File: src/rtl/adsr_env_pkg.sv
// Shared definitions for the ADSR envelope generator: state encodings,
// accumulator width and the sustain-level helper.
package adsr_env_pkg;

  localparam int ACC_W = 16;

  localparam logic [ACC_W-1:0] ACC_MAX = '1;
  localparam logic [ACC_W-1:0] ACC_MIN = '0;

  typedef enum logic [2:0] {
    IDLE    = 3'd0,
    ATTACK  = 3'd1,
    DECAY   = 3'd2,
    SUSTAIN = 3'd3,
    RELEASE = 3'd4
  } adsr_state_t;

  // The sustain parameter addresses the upper byte of the accumulator.
  function automatic logic [ACC_W-1:0] sustain_level(input logic [7:0] s);
    return {s, 8'h00};
  endfunction

endpackage

File: src/rtl/adsr_env_if.sv
// Parameter/gate inputs and envelope outputs of the envelope generator.
// The register block / bench side is the master, the generator the slave.
interface adsr_env_if;

  logic [7:0] adsr_ai;
  logic [7:0] adsr_di;
  logic [7:0] adsr_s;
  logic [7:0] adsr_ri;
  logic       trig;
  logic       mute;
  logic [7:0] env;
  logic       active;

  modport master (
    output adsr_ai, adsr_di, adsr_s, adsr_ri, trig, mute,
    input  env, active
  );

  modport slave (
    input  adsr_ai, adsr_di, adsr_s, adsr_ri, trig, mute,
    output env, active
  );

endinterface

File: src/rtl/adsr_tick.sv
// Envelope step prescaler: a one-cycle tick every TICK_DIV clocks.
// The count restarts at zero on reset, so the first tick after reset
// release arrives TICK_DIV cycles later (every cycle when TICK_DIV = 1).
module adsr_tick #(
  parameter int TICK_DIV = 256
) (
  input  logic clk,
  input  logic rst,
  output logic tick
);

  localparam int CNT_W = (TICK_DIV > 1) ? $clog2(TICK_DIV) : 1;
  localparam logic [CNT_W-1:0] CNT_LAST = CNT_W'(TICK_DIV - 1);

  logic [CNT_W-1:0] cnt;

  assign tick = (cnt == CNT_LAST);

  // Free-running modulo-TICK_DIV counter.
  always_ff @(posedge clk or posedge rst) begin
    if (rst) begin
      cnt <= '0;
    end else if (tick) begin
      cnt <= '0;
    end else begin
      cnt <= cnt + 1'b1;
    end
  end

endmodule

File: src/rtl/adsr_env.sv
// ADSR envelope generator: trig edge detection, five-state envelope FSM
// with a saturating 16-bit accumulator stepped on prescaler ticks, and
// registered env/active outputs.
module adsr_env
  import adsr_env_pkg::*;
#(
  parameter int TICK_DIV = 256
) (
  input  logic        clk,
  input  logic        rst,
  adsr_env_if.slave   bus
);

  logic tick;

  adsr_tick #(
    .TICK_DIV (TICK_DIV)
  ) u_tick (
    .clk  (clk),
    .rst  (rst),
    .tick (tick)
  );

  logic [ACC_W-1:0] acc;
  adsr_state_t      state;
  logic             trig_q;
  logic [7:0]       env_q;
  logic             active_q;

  logic             rise;
  logic             gate_off;
  logic [ACC_W-1:0] sus_lvl;
  logic [ACC_W:0]   atk_sum;
  logic [ACC_W:0]   dec_diff;
  logic [ACC_W:0]   rel_diff;

  assign rise    = bus.trig & ~trig_q;
  assign sus_lvl = sustain_level(bus.adsr_s);

  // A released gate only ends the note from the sounding states; IDLE and
  // RELEASE are unaffected.
  assign gate_off = ~bus.trig &
                    ((state == ATTACK) || (state == DECAY) || (state == SUSTAIN));

  // 17-bit arithmetic: bit 16 is the carry (attack) or borrow (decay/release)
  // and drives saturation, so acc never wraps.
  assign atk_sum  = {1'b0, acc} + {9'd0, bus.adsr_ai};
  assign dec_diff = {1'b0, acc} - {9'd0, bus.adsr_di};
  assign rel_diff = {1'b0, acc} - {9'd0, bus.adsr_ri};

  // Envelope FSM and accumulator; edge and gate-off take priority over steps.
  always_ff @(posedge clk or posedge rst) begin
    if (rst) begin
      acc    <= '0;
      state  <= IDLE;
      trig_q <= 1'b0;
    end else begin
      trig_q <= bus.trig;
      if (rise) begin
        // Retrigger from the current level; no step in the edge cycle.
        state <= ATTACK;
      end else if (gate_off) begin
        state <= RELEASE;
      end else begin
        case (state)
          IDLE: begin
            acc <= ACC_MIN;
          end
          ATTACK: begin
            if (tick) begin
              if (atk_sum[ACC_W] || (atk_sum[ACC_W-1:0] == ACC_MAX)) begin
                acc   <= ACC_MAX;
                state <= DECAY;
              end else begin
                acc <= atk_sum[ACC_W-1:0];
              end
            end
          end
          DECAY: begin
            if (tick) begin
              if (dec_diff[ACC_W] || (dec_diff[ACC_W-1:0] <= sus_lvl)) begin
                acc   <= sus_lvl;
                state <= SUSTAIN;
              end else begin
                acc <= dec_diff[ACC_W-1:0];
              end
            end
          end
          SUSTAIN: begin
            // Track the live sustain parameter every cycle, not just on ticks.
            acc <= sus_lvl;
          end
          RELEASE: begin
            if (tick) begin
              if (rel_diff[ACC_W] || (rel_diff[ACC_W-1:0] == ACC_MIN)) begin
                acc   <= ACC_MIN;
                state <= IDLE;
              end else begin
                acc <= rel_diff[ACC_W-1:0];
              end
            end
          end
          default: begin
            acc   <= ACC_MIN;
            state <= IDLE;
          end
        endcase
      end
    end
  end

  // Output registers: env follows acc's top byte one clock later, muted to 0.
  always_ff @(posedge clk or posedge rst) begin
    if (rst) begin
      env_q    <= 8'h00;
      active_q <= 1'b0;
    end else begin
      env_q    <= bus.mute ? 8'h00 : acc[ACC_W-1 -: 8];
      active_q <= (state != IDLE);
    end
  end

  assign bus.env    = env_q;
  assign bus.active = active_q;

endmodule

File: src/flat_wrapper.sv
// flat-port wrapper written by rule: the top's interface ports become plain ports
module adsr_env_flat import adsr_env_pkg::*;
#(
  parameter int TICK_DIV = 256
)
  (clk, rst, bus_adsr_ai, bus_adsr_di, bus_adsr_s, bus_adsr_ri, bus_trig, bus_mute, bus_env, bus_active);
  adsr_env_if bus_i ();
  input  logic clk;
  input  logic rst;
  input wire logic [$bits(bus_i.adsr_ai)-1:0] bus_adsr_ai;
  input wire logic [$bits(bus_i.adsr_di)-1:0] bus_adsr_di;
  input wire logic [$bits(bus_i.adsr_s)-1:0] bus_adsr_s;
  input wire logic [$bits(bus_i.adsr_ri)-1:0] bus_adsr_ri;
  input wire logic [$bits(bus_i.trig)-1:0] bus_trig;
  input wire logic [$bits(bus_i.mute)-1:0] bus_mute;
  output wire logic [$bits(bus_i.env)-1:0] bus_env;
  output wire logic [$bits(bus_i.active)-1:0] bus_active;
  assign bus_i.adsr_ai = bus_adsr_ai;
  assign bus_i.adsr_di = bus_adsr_di;
  assign bus_i.adsr_s = bus_adsr_s;
  assign bus_i.adsr_ri = bus_adsr_ri;
  assign bus_i.trig = bus_trig;
  assign bus_i.mute = bus_mute;
  assign bus_env = bus_i.env;
  assign bus_active = bus_i.active;
  adsr_env #(.TICK_DIV(TICK_DIV)) u_core (.clk(clk), .rst(rst), .bus(bus_i));
endmodule
File: config.mk
export PLATFORM = sky130hd
export DESIGN_NAME = adsr_env_flat
export DESIGN_NICKNAME = d
export VERILOG_FILES = /design/src/rtl/adsr_env_pkg.sv /design/src/rtl/adsr_env_if.sv /design/src/rtl/adsr_tick.sv /design/src/rtl/adsr_env.sv /design/src/flat_wrapper.sv
export SDC_FILE = /design/constraint.sdc
export NUM_CORES = 1
export LEC_CHECK = 0
export CORE_ASPECT_RATIO = 1.75
export CORE_MARGIN = 4
export CORE_UTILIZATION = 57
export CTS_CLUSTER_DIAMETER = 120
export DETAILED_ROUTE_END_ITERATION = 10
export DONT_BUFFER_PORTS = 1
export PLACE_DENSITY = 0.72
export RECOVER_POWER = 100
export SLEW_MARGIN = 20
export SYNTH_ARGS = -nofsm -noshare
export SYNTH_HDL_FRONTEND = slang
export SYNTH_HIERARCHICAL = 1
export SYNTH_SLANG_ARGS = --single-unit
File: constraint.sdc
create_clock -name clk -period 4.9 [get_ports clk]
set_input_delay 1.225 -clock clk [delete_from_list [all_inputs] [get_ports clk]]
set_output_delay 1.225 -clock clk [all_outputs]
set_load 0.03 [all_outputs]
After elaboration in Yosys (flattened, before gate mapping)
Cells that the tools add are included.
{ "word_totals": {"register_bits": 37, "inputBits": 36, "output_inout_bits": 9, "word_cells": 62} }
{ "op_classes": {"addsub": 4, "n_lt_le_gt_ge": 1, "eq_ne": 16, "n_mux": 18, "n_bitwise": 6, "reduce_logical": 11} }
{ "op_table": {"columns": ["cell", "n"], "rows": [
  ["$mux 16", 6],
  ["$pmux 16 s4", 1],
  ["$sub 16x8->17", 2],
  ["$mux 3", 8],
  ["$add 16x8->17", 1],
  ["$eq 16x16->1 const B", 1],
  ["$le 16x16->1", 1],
  ["$logic_not 16->1", 1],
  ["$mux 8", 2],
  ["$ne 4x1->1 const B", 4],
  ["$pmux 3 s4", 1],
  ["$add 8x1->8 const B", 1],
  ["$eq 8x8->1 const B", 1],
  ["$ne 4x2->1 const B", 2],
  ["$reduce_and 7->1", 1],
  ["$eq 3x2->1 const B", 2],
  ["$ne 2x1->1 const B", 3],
  ["$logic_or 1x1->1", 5],
  ["$reduce_and 5->1", 1],
  ["$not 1->1", 4],
  ["$eq 3x1->1 const B", 1],
  ["$eq 3x3->1 const B", 1],
  ["$logic_not 3->1", 1],
  ["$ne 3x1->1 const B", 1],
  ["3 further kinds", 4]
]} }

Depth between registers and ports, before layout
Gate-level depths: netlist (run 1).
{ "logic_depth": {"depth_word": 8, "depth_mapped": 20, "depth_no_buf": 20} }

Hierarchy
Netlist (run 1), hierarchy kept.
{ "modules_own_cells": {"columns": ["mod", "n_inst", "cells_each", "area_each_um2", "seq_area_each_um2"], "rows": [
  ["adsr_env", 1, 461, 3751.1, 725.7],
  ["adsr_tick", 1, 31, 346.6, 200.2]
]} }

Least setup slack after synthesis (run 1)
Ideal clock, no wire load.
{ "synth_path": {"path_kind": "in2reg", "from": "input port bus_adsr_di[6]", "to": "register u_core.acc[13]", "setup_time_ns": 0.126, "t_arrival_ns": 5.009, "t_required_ns": 4.774, "slack_ns": -0.235, "cell_stages": 17, "path_cell_list": "inv_1 > ha_1 > a211o_1 > o32a_1 > a21oi_1 > and2_1 > nand4_1 > xnor2_1 > ha_1 > nand4_1 > or4_1 > nor3_1 > nand4b_1 > nand2_4 > nor2_1 > a221o_1 > a221o_1"} }
{ "synth_via": {"elab_chain_len": 6} }
{ "synth_lines": {"columns": ["item", "line_no", "source"], "rows": [
  ["from (decl)", "flat_wrapper.sv:11", "input wire logic [$bits(bus_i.adsr_di)-1:0] bus_adsr_di;"],
  ["$sub 16x8->17 *", "adsr_env.sv:48", "assign dec_diff = {1'b0, acc} - {9'd0, bus.adsr_di};"],
  ["$le 16x16->1", "adsr_env.sv:81", "if (dec_diff[ACC_W] || (dec_diff[ACC_W-1:0] <= sus_lvl)) begin"],
  ["$logic_or 1x1->1", "adsr_env.sv:81", null],
  ["$mux 16 *", "adsr_env.sv:81", null],
  ["$mux 16 *", "adsr_env.sv:80", "if (tick) begin"],
  ["$pmux 16 s4 *", "adsr_env.sv:65", "case (state)"],
  ["to (signal assigned)", "adsr_env.sv:75", "acc <= atk_sum[ACC_W-1:0];"],
  ["to (signal assigned)", "adsr_env.sv:82", "acc <= sus_lvl;"],
  ["to (signal assigned)", "adsr_env.sv:85", "acc <= dec_diff[ACC_W-1:0];"],
  ["to (decl)", "adsr_env.sv:24", "logic [ACC_W-1:0] acc;"]
]} }
Every way passes the cells marked *; elsewhere a longest branch is shown, timed or not. The select of a mux whose other input is x is not followed.
A chain may end at the register's enable or synchronous reset.

Worst setup path in the final report (run 1)
{ "layout_path": {"from": "input port bus_adsr_di[6]", "to": "register u_core.acc[9]"} }
The elaborated chain is that of the path after synthesis.

==> results.toml, run 1 <==
[status]
outcome = "finished, final reports clean"

[layout]
fill_cells = 622
antenna_cells = 0
syn_to_final_growth_pct = 15.1
nNetsFinal = 596
final_common_cell = "inv_1"
ff_latch_area_um2 = 926
final_cell_mix = "inv_1 (39), dfrtp_1 (37), buf_4 (37), nand2_1 (34), nor2_1 (33)"
multi_input_area_um2 = 3080
drive_above_1_share_pct = 20.8
instances_no_fill = 609

[synthesis]
synth.top_cells.by_area = "dfrtp_1 (23%), ha_1 (10%), xnor2_1 (4.3%)"
synth.net_count = 564
syn_area_per_cell_um2 = 8.33
ys.warnings.count = 6
synth_top_family_by_area = "compound AO/OA/AOI/OAI gates"
yosysTopAreaCellShare_pct = 22.6
synth.area.mux_share_pct = 1.25
synth_enable_flop_cells = 0
yosys.area_share.simple_pct = 23.9
synth_area_um2 = 4100
yosysSeqAreaShare_pct = 22.6
synthXorXnorAreaFrac_pct = 7.27
yosys_most_used_dff = "dfrtp_1"
ys_seq_elements = 37
synthAdderAreaFrac_pct = 11.5
yosys.area.top_type = "dfrtp_1"
async_flop_share_pct = 100
ys_types = 89
synth_compound_area_share_pct = 27.5
synth_cells = 492

[timing]
maxSlewHeadroom_pct = 19.9
max_slew.worst_pin.slew_ns = 1.20
hold_violations = 0
finalCritPeriodShare_pct = 97.9
finalSetupViolations = 0
fin_tns_setup_ns = 0
fmax_mhz = 209
slew_violations = 0
skew_ns = 0.00855
fin_crit_ns = 4.80

[route]
via_per_inst = 6.81
routedWlPerCell_um = 21.8
drt_iter0_drc = 306
firstDrtPassIters = 5
wirelength_um = 13300
vias = 4146
drc = 0
final_antenna_net_count = 0

[worst_setup_path]
critical_path_peak_fanout = 5
worstPathArrival_ns = 4.99
critical_path_class = "in -> reg"
cp-end-kind = "register"
startpoint_type = "input port"
cp.required_ns = 5.10

[placed_design]
dp_hpwl_um = 10500
routabilityCongestion = 1.01
numPortBuffers = 0
placedCellCount = 594

[power_and_ir_drop]
p_clk_share_pct = 11.2
leakage_nw = 2.12
ir_drop_uv = 332
internal_power_mw = 1.44
combPwrFrac_pct = 70.1
power_switching_mw = 1.36
sequentialPowerShare_pct = 18.7
switching_share_pct = 48.6
power_density_nw_per_um2 = 593

[global_routing]
grt_pass1_wl_um = 20300
grt_overflow = 0
grt_start_max_net_pins = 30
grt_pass1_vias = 4195
grt_util_all_layers_pct = 30.4
antenna_found_initial = 0

[floorplanning]
dieArea_um2 = 8660
start_util_pct = 58.9
num_io_pins = 45
fp-row-count = 40
dieWidth_um = 72.1
die_y_um = 120
fp.coreArea_um2 = 6960

[clocking]
cts_buffers = 5
root_buffer = "clkbuf_16"
cts_tree = "yes"
worstSkewPairLatency_ns = 0.28
clkTransAtPathRegs_ns = 0.06
clockBufferDepth = 2
clock-sinks = 37
cts-htree-levels = 2

[run]
cap_violations = 0

[worst_hold_path]
hold_class = "reg -> reg"
## area by class of cell
cell class                      instances  area share, %
Clock buffer                            5           2.65
Clock inverter                          3          0.371
Tap cell                               84           2.23
Sequential cell                        37           19.6
Inverter                               41           3.26
Multi-Input combinational cell        399           65.2
Timing Repair Buffer                   40           6.63
## registers in the layout, indices dropped and copies added (netlist names)
signal and flops:
u_core/acc 16, u_core/bus.active 1, u_core/bus.env 8, u_core/state 3, u_core/trig_q 1, u_core/u_tick/cnt 8
## stage by stage
step / total power, mW / instance area [um2] / worst slack, ns / utilization [%] / hold slack (ns)
final: 2.80 / 4720 / 0.104 / 67.8 / 0.462
after global routing: 2.97 / 4720 / -0.000887 / 67.8 / 0.482
after CTS: 2.73 / 4640 / 0.000433 / 66.7 / 0.481
after detailed placement: 2.32 / 4450 / -0.435 / 64.0 / 0.477
after global placement: 2.31 / 4450 / -0.313 / 64.0 / 0.474
after floorplan: 1.79 / 4190 / -0.0590 / - / 0.453
## cell usage after synthesis, drive strengths merged, types with 3 or more instances
master / instances
nand2: 37
nor2b: 7
o31a: 4
a221oi: 5
fa: 3
o21ai: 23
o211ai: 6
o221a: 3
o221ai: 5
dfrtp: 37
inv: 41
a22o: 3
mux2i: 4
clkbuf: 9
nor3: 16
a31o: 3
ha: 33
o21bai: 3
nor3b: 4
and2: 4
a21o: 8
a31oi: 8
a22oi: 3
nor2: 36
o311ai: 4
nand3b: 5
a211oi: 4
a21oi: 35
or4: 5
xor2: 14
nand4: 11
buf: 6
o21a: 4
and3: 3
xnor2: 20
or3: 11
nand2b: 10
nand3: 16
a221o: 4
## logic make-up (layout without fill, tap and decap cells)
| kind of cell | after synthesis | after routing |
|---|---|---|
| buffers and inverters | 56 | 89 |
| multiplexers | 5 | 5 |
| flip-flops | 37 | 37 |
| AND/OR/NAND/NOR | 175 | 175 |
| adder cells (fa/ha/maj) | 36 | 36 |
| XOR/XNOR | 34 | 34 |
| AO/OA/AOI/OAI | 149 | 149 |
## layer usage
metal / GRT usage [%] / up-vias / share of wire [%]
met5: 0 / - / 0
met4: 25.3 / 0 / 9.0
met3: 4.95 / 77 / 5.5
met2: 53.2 / 197 / 51
met1: 30.0 / 1974 / 35
li1: - / 1898 / -
## worst paths after layout
kind                                                startpoint                        endpoint  slack, ns  cells after the start
max in group asynchronous                                  rst     u_core/bus.env[1]$_DFF_PP0_       3.03                      1
worst min register to register  u_core/u_tick/cnt[0]$_DFF_PP0_  u_core/u_tick/cnt[0]$_DFF_PP0_       0.46                      1
worst min-delay path            u_core/u_tick/cnt[0]$_DFF_PP0_  u_core/u_tick/cnt[0]$_DFF_PP0_       0.46                      1
min in group asynchronous                                  rst  u_core/u_tick/cnt[3]$_DFF_PP0_       0.77                      1
worst max register to register       u_core/acc[0]$_DFFE_PP0P_       u_core/acc[9]$_DFFE_PP0P_       0.45                     20
worst max-delay path                            bus_adsr_di[6]       u_core/acc[9]$_DFFE_PP0P_       0.10                     19
## power by group through the flow
stage	registers, mW	clock network [mW]	logic [mW]
finish	0.524	0.314	1.96
global route	0.528	0.332	2.11
CTS	0.519	0.317	1.89
detailed placement	0.523	0	1.80
global placement	0.523	0	1.79
floorplan	0.448	0	1.34
## timing repair
action | in CTS | in global routing
setup endpoints to repair | 15 | 19
pin swaps | 8 | 14
hold endpoints to repair | 0 | 0
gates resized for setup | 5 | 14
hold buffers | 0 | 0
setup buffers | 1 | 6
## worst max-delay path, stage by stage
cell       delay, ns
inv_2           0.04
ha_4            0.19
a211o_1         0.26
o32a_1          0.36
a21oi_2         0.19
and2_4          0.17
nand4_1         0.12
xnor2_1         0.20
ha_1            0.32
nand4_1         0.10
or4_4           0.56
nor3_4          0.12
nand4b_1        0.10
buf_4           0.19
nand2_4         0.12
clkbuf_4        0.14
a32oi_1         0.09
or3_1           0.37
o2111ai_1       0.11
No activity file was read; power rests on OpenSTA's default activity.
==> run 2, diff against run 1 <==
- ABC_AREA: default -> 1
==> results.toml, run 2 <==
[timing]
finalCritPeriodShare_pct = 90.3
fin_tns_setup_ns = 0
maxSlewHeadroom_pct = 19.7
fin_crit_ns = 4.42
max_slew.worst_pin.slew_ns = 1.20
hold_violations = 0
slew_violations = 0
finalSetupViolations = 0
skew_ns = 0.00770
rsz0062_at_grt = "no"
layout_setup_ws_ns = 0.476
fmax_mhz = 226

[synthesis]
ys.warnings.count = 6
syn_area_per_cell_um2 = 5.97
yosys.area_share.simple_pct = 45.7
synth_area_um2 = 4610
synth.top_cells.by_area = "nand2_1 (22%), dfrtp_1 (20%), inv_1 (11%)"
synth_enable_flop_cells = 0
yosys_most_used_dff = "dfrtp_1"
synth_compound_area_share_pct = 6.68
synth_cells = 772
async_flop_share_pct = 100
ys_seq_elements = 37
synth_top_family_by_area = "simple AND/OR/NAND/NOR gates"
ys_types = 44
synthAdderAreaFrac_pct = 10.3
synth.area.mux_share_pct = 0
yosys.area.top_type = "nand2_1"
synth_common_cells = "nand2_1 (264), inv_1 (129), nand3_1 (74)"
yosysTopAreaCellShare_pct = 21.5
synth.net_count = 844
synthXorXnorAreaFrac_pct = 3.78
yosysSeqAreaShare_pct = 20.1
yosysMostFrequentCell = "nand2_1"

[worst_setup_path]
critical_path_class = "in -> reg"
cp.required_ns = 5.08
startpoint_type = "input port"
worstPathArrival_ns = 4.60
rr_endpoint = "u_core/acc[1]$_DFFE_PP0P_"
critical_path_peak_fanout = 15
cp-end-kind = "register"
r2r_start = "u_core/acc[1]$_DFFE_PP0P_"
r2r_slack_ns = 0.91
rr_worst_depth = 25

[power_and_ir_drop]
ir_drop_uv = 286
power_density_nw_per_um2 = 729
leakage_nw = 2.85

[global_routing]
grt_util_all_layers_pct = 29.7
grt_pass1_vias = 4615
grt_start_max_net_pins = 30
grt_pass1_wl_um = 22700
grt_overflow = 0
antenna_found_initial = 0

[clocking]
clockBufferDepth = 2
cts_buffers = 5
cts_tree = "yes"
holdBufCountCts = 0
root_buffer = "clkbuf_16"
clock-sinks = 37
worstSkewPairLatency_ns = 0.28
cts_resized = 0
cts_setup_buffers = 0
clkTransAtPathRegs_ns = 0.06
cts-htree-levels = 2

[worst_hold_path]
hold_end = "u_core/u_tick/cnt[0]$_DFF_PP0_"
hold_start = "u_core/u_tick/cnt[0]$_DFF_PP0_"
hold_depth = 1
hold_class = "reg -> reg"

[floorplanning]
die_y_um = 127
dieWidth_um = 76.0
fp-row-count = 43
num_io_pins = 45
dieArea_um2 = 9640
start_util_pct = 58.3
fp.coreArea_um2 = 7910

[route]
firstDrtPassIters = 5
wirelength_um = 14000
vias = 4723
drt_iter0_drc = 284
routedWlPerCell_um = 16.3
final_antenna_net_count = 0
drc = 0
via_per_inst = 5.50

[layout]
final_cell_mix = "nand2_1 (265), inv_1 (132), nand3_1 (76), nor2_1 (72), dfrtp_1 (37)"
antenna_cells = 0
largest_reg_flops = 16
top_register = "u_core/acc"
nNetsFinal = 840
final_common_cell = "nand2_1"
design_area_um2 = 4800
drive_above_1_share_pct = 7.02
syn_to_final_growth_pct = 4.16

[run]
cap_violations = 0

[status]
outcome = "finished, final reports clean"

[placed_design]
routabilityCongestion = 1.01
place_area_um2 = 4640
numPortBuffers = 0
dp_hpwl_um = 11900
place_ws_ns = 0.328
run 2: cell types whose count changed in the layout (fill, tap and decap cells not counted), sizes merged, moves of 11 or more:
cell,change
a21oi,-14
buf,-37
inv,+98
nand2,+240
nand3,+66
nor2,+49
or3,-11
xnor2,-15
run 2: metal layers:
layer,global-route usage [%],wire [um],up-vias
li1,-,-,2396
met1,30.2,5050,2147
met2,57.4,7710,135
met3,3.69,454,45
met4,15.3,822,0
met5,0,0,-
run 2: cell families after synthesis:
family	Yosys count
buf+inv	152
xor+xnor	19
flops	37
compound gates	56
simple gates	472
fa+ha+maj	36
run 2: cell type report:
type / count / area [um2]
clock buffers: 5 / 125
well taps: 90 / 113
flip-flops and latches: 37 / 926
repair buffers: 1 / 7.51
clock inverters: 3 / 46.3
multi-input cells: 583 / 3050
inverters: 140 / 533
fillers: 853 / 3110
run 2: how the worst max path moves through the flow:
stage / from / to / slack, ns / cells past startpoint
2_1_floorplan: bus_adsr_di[0] / u_core/acc[11]$_DFFE_PP0P_ / 0.92 / 26
3_3_place_gp: bus_adsr_di[2] / u_core/acc[2]$_DFFE_PP0P_ / 0.41 / 26
3_5_place_dp: bus_adsr_di[0] / u_core/acc[2]$_DFFE_PP0P_ / 0.33 / 25
4_1_cts: bus_adsr_di[0] / u_core/acc[2]$_DFFE_PP0P_ / 0.62 / 25
5_1_grt: bus_adsr_di[0] / u_core/acc[1]$_DFFE_PP0P_ / 0.17 / 25
6_report: bus_adsr_di[0] / u_core/acc[1]$_DFFE_PP0P_ / 0.48 / 25
run 2: stage by stage:
| stage | total power [mW] | cells | util (%) | hold slack, ns |
|---|---|---|---|---|
| after global placement | 3.08 | 851 | 58.7 | 0.473 |
| final | 3.50 | 859 | 60.7 | 0.491 |
| after floorplan | 2.54 | 772 | - | 0.449 |
| after detailed placement | 3.11 | 851 | 58.7 | 0.480 |
| after global routing | 3.87 | 859 | 60.7 | 0.505 |
| after CTS | 3.49 | 859 | 60.8 | 0.488 |
run 2: worst max-delay path, cell delays in order:
cell and delay, ns:
ha_1 0.20, fa_1 0.40, inv_1 0.09, nand3_1 0.06
nand2_1 0.11, nand3_1 0.12, nand3_1 0.14, nor2_1 0.06
xor2_1 0.15, ha_1 0.30, nand2_1 0.06, nor2_1 0.17
nand2_1 0.07, nor2_1 0.13, nand3_1 0.09, nor2_1 0.10
nand3_1 0.17, nand2_4 0.20, inv_1 0.09, nand2_1 0.20
o21ai_0 0.20, inv_1 0.09, nand2_1 0.05, nand2_1 0.05
nand2_1 0.05
run 2: power by group:
part           switching [mW]  internal, mW  total [mW]
clock network           0.133         0.241       0.374
logic                    1.71         0.847        2.55
registers               0.186         0.385       0.571
total                    2.03          1.47        3.50
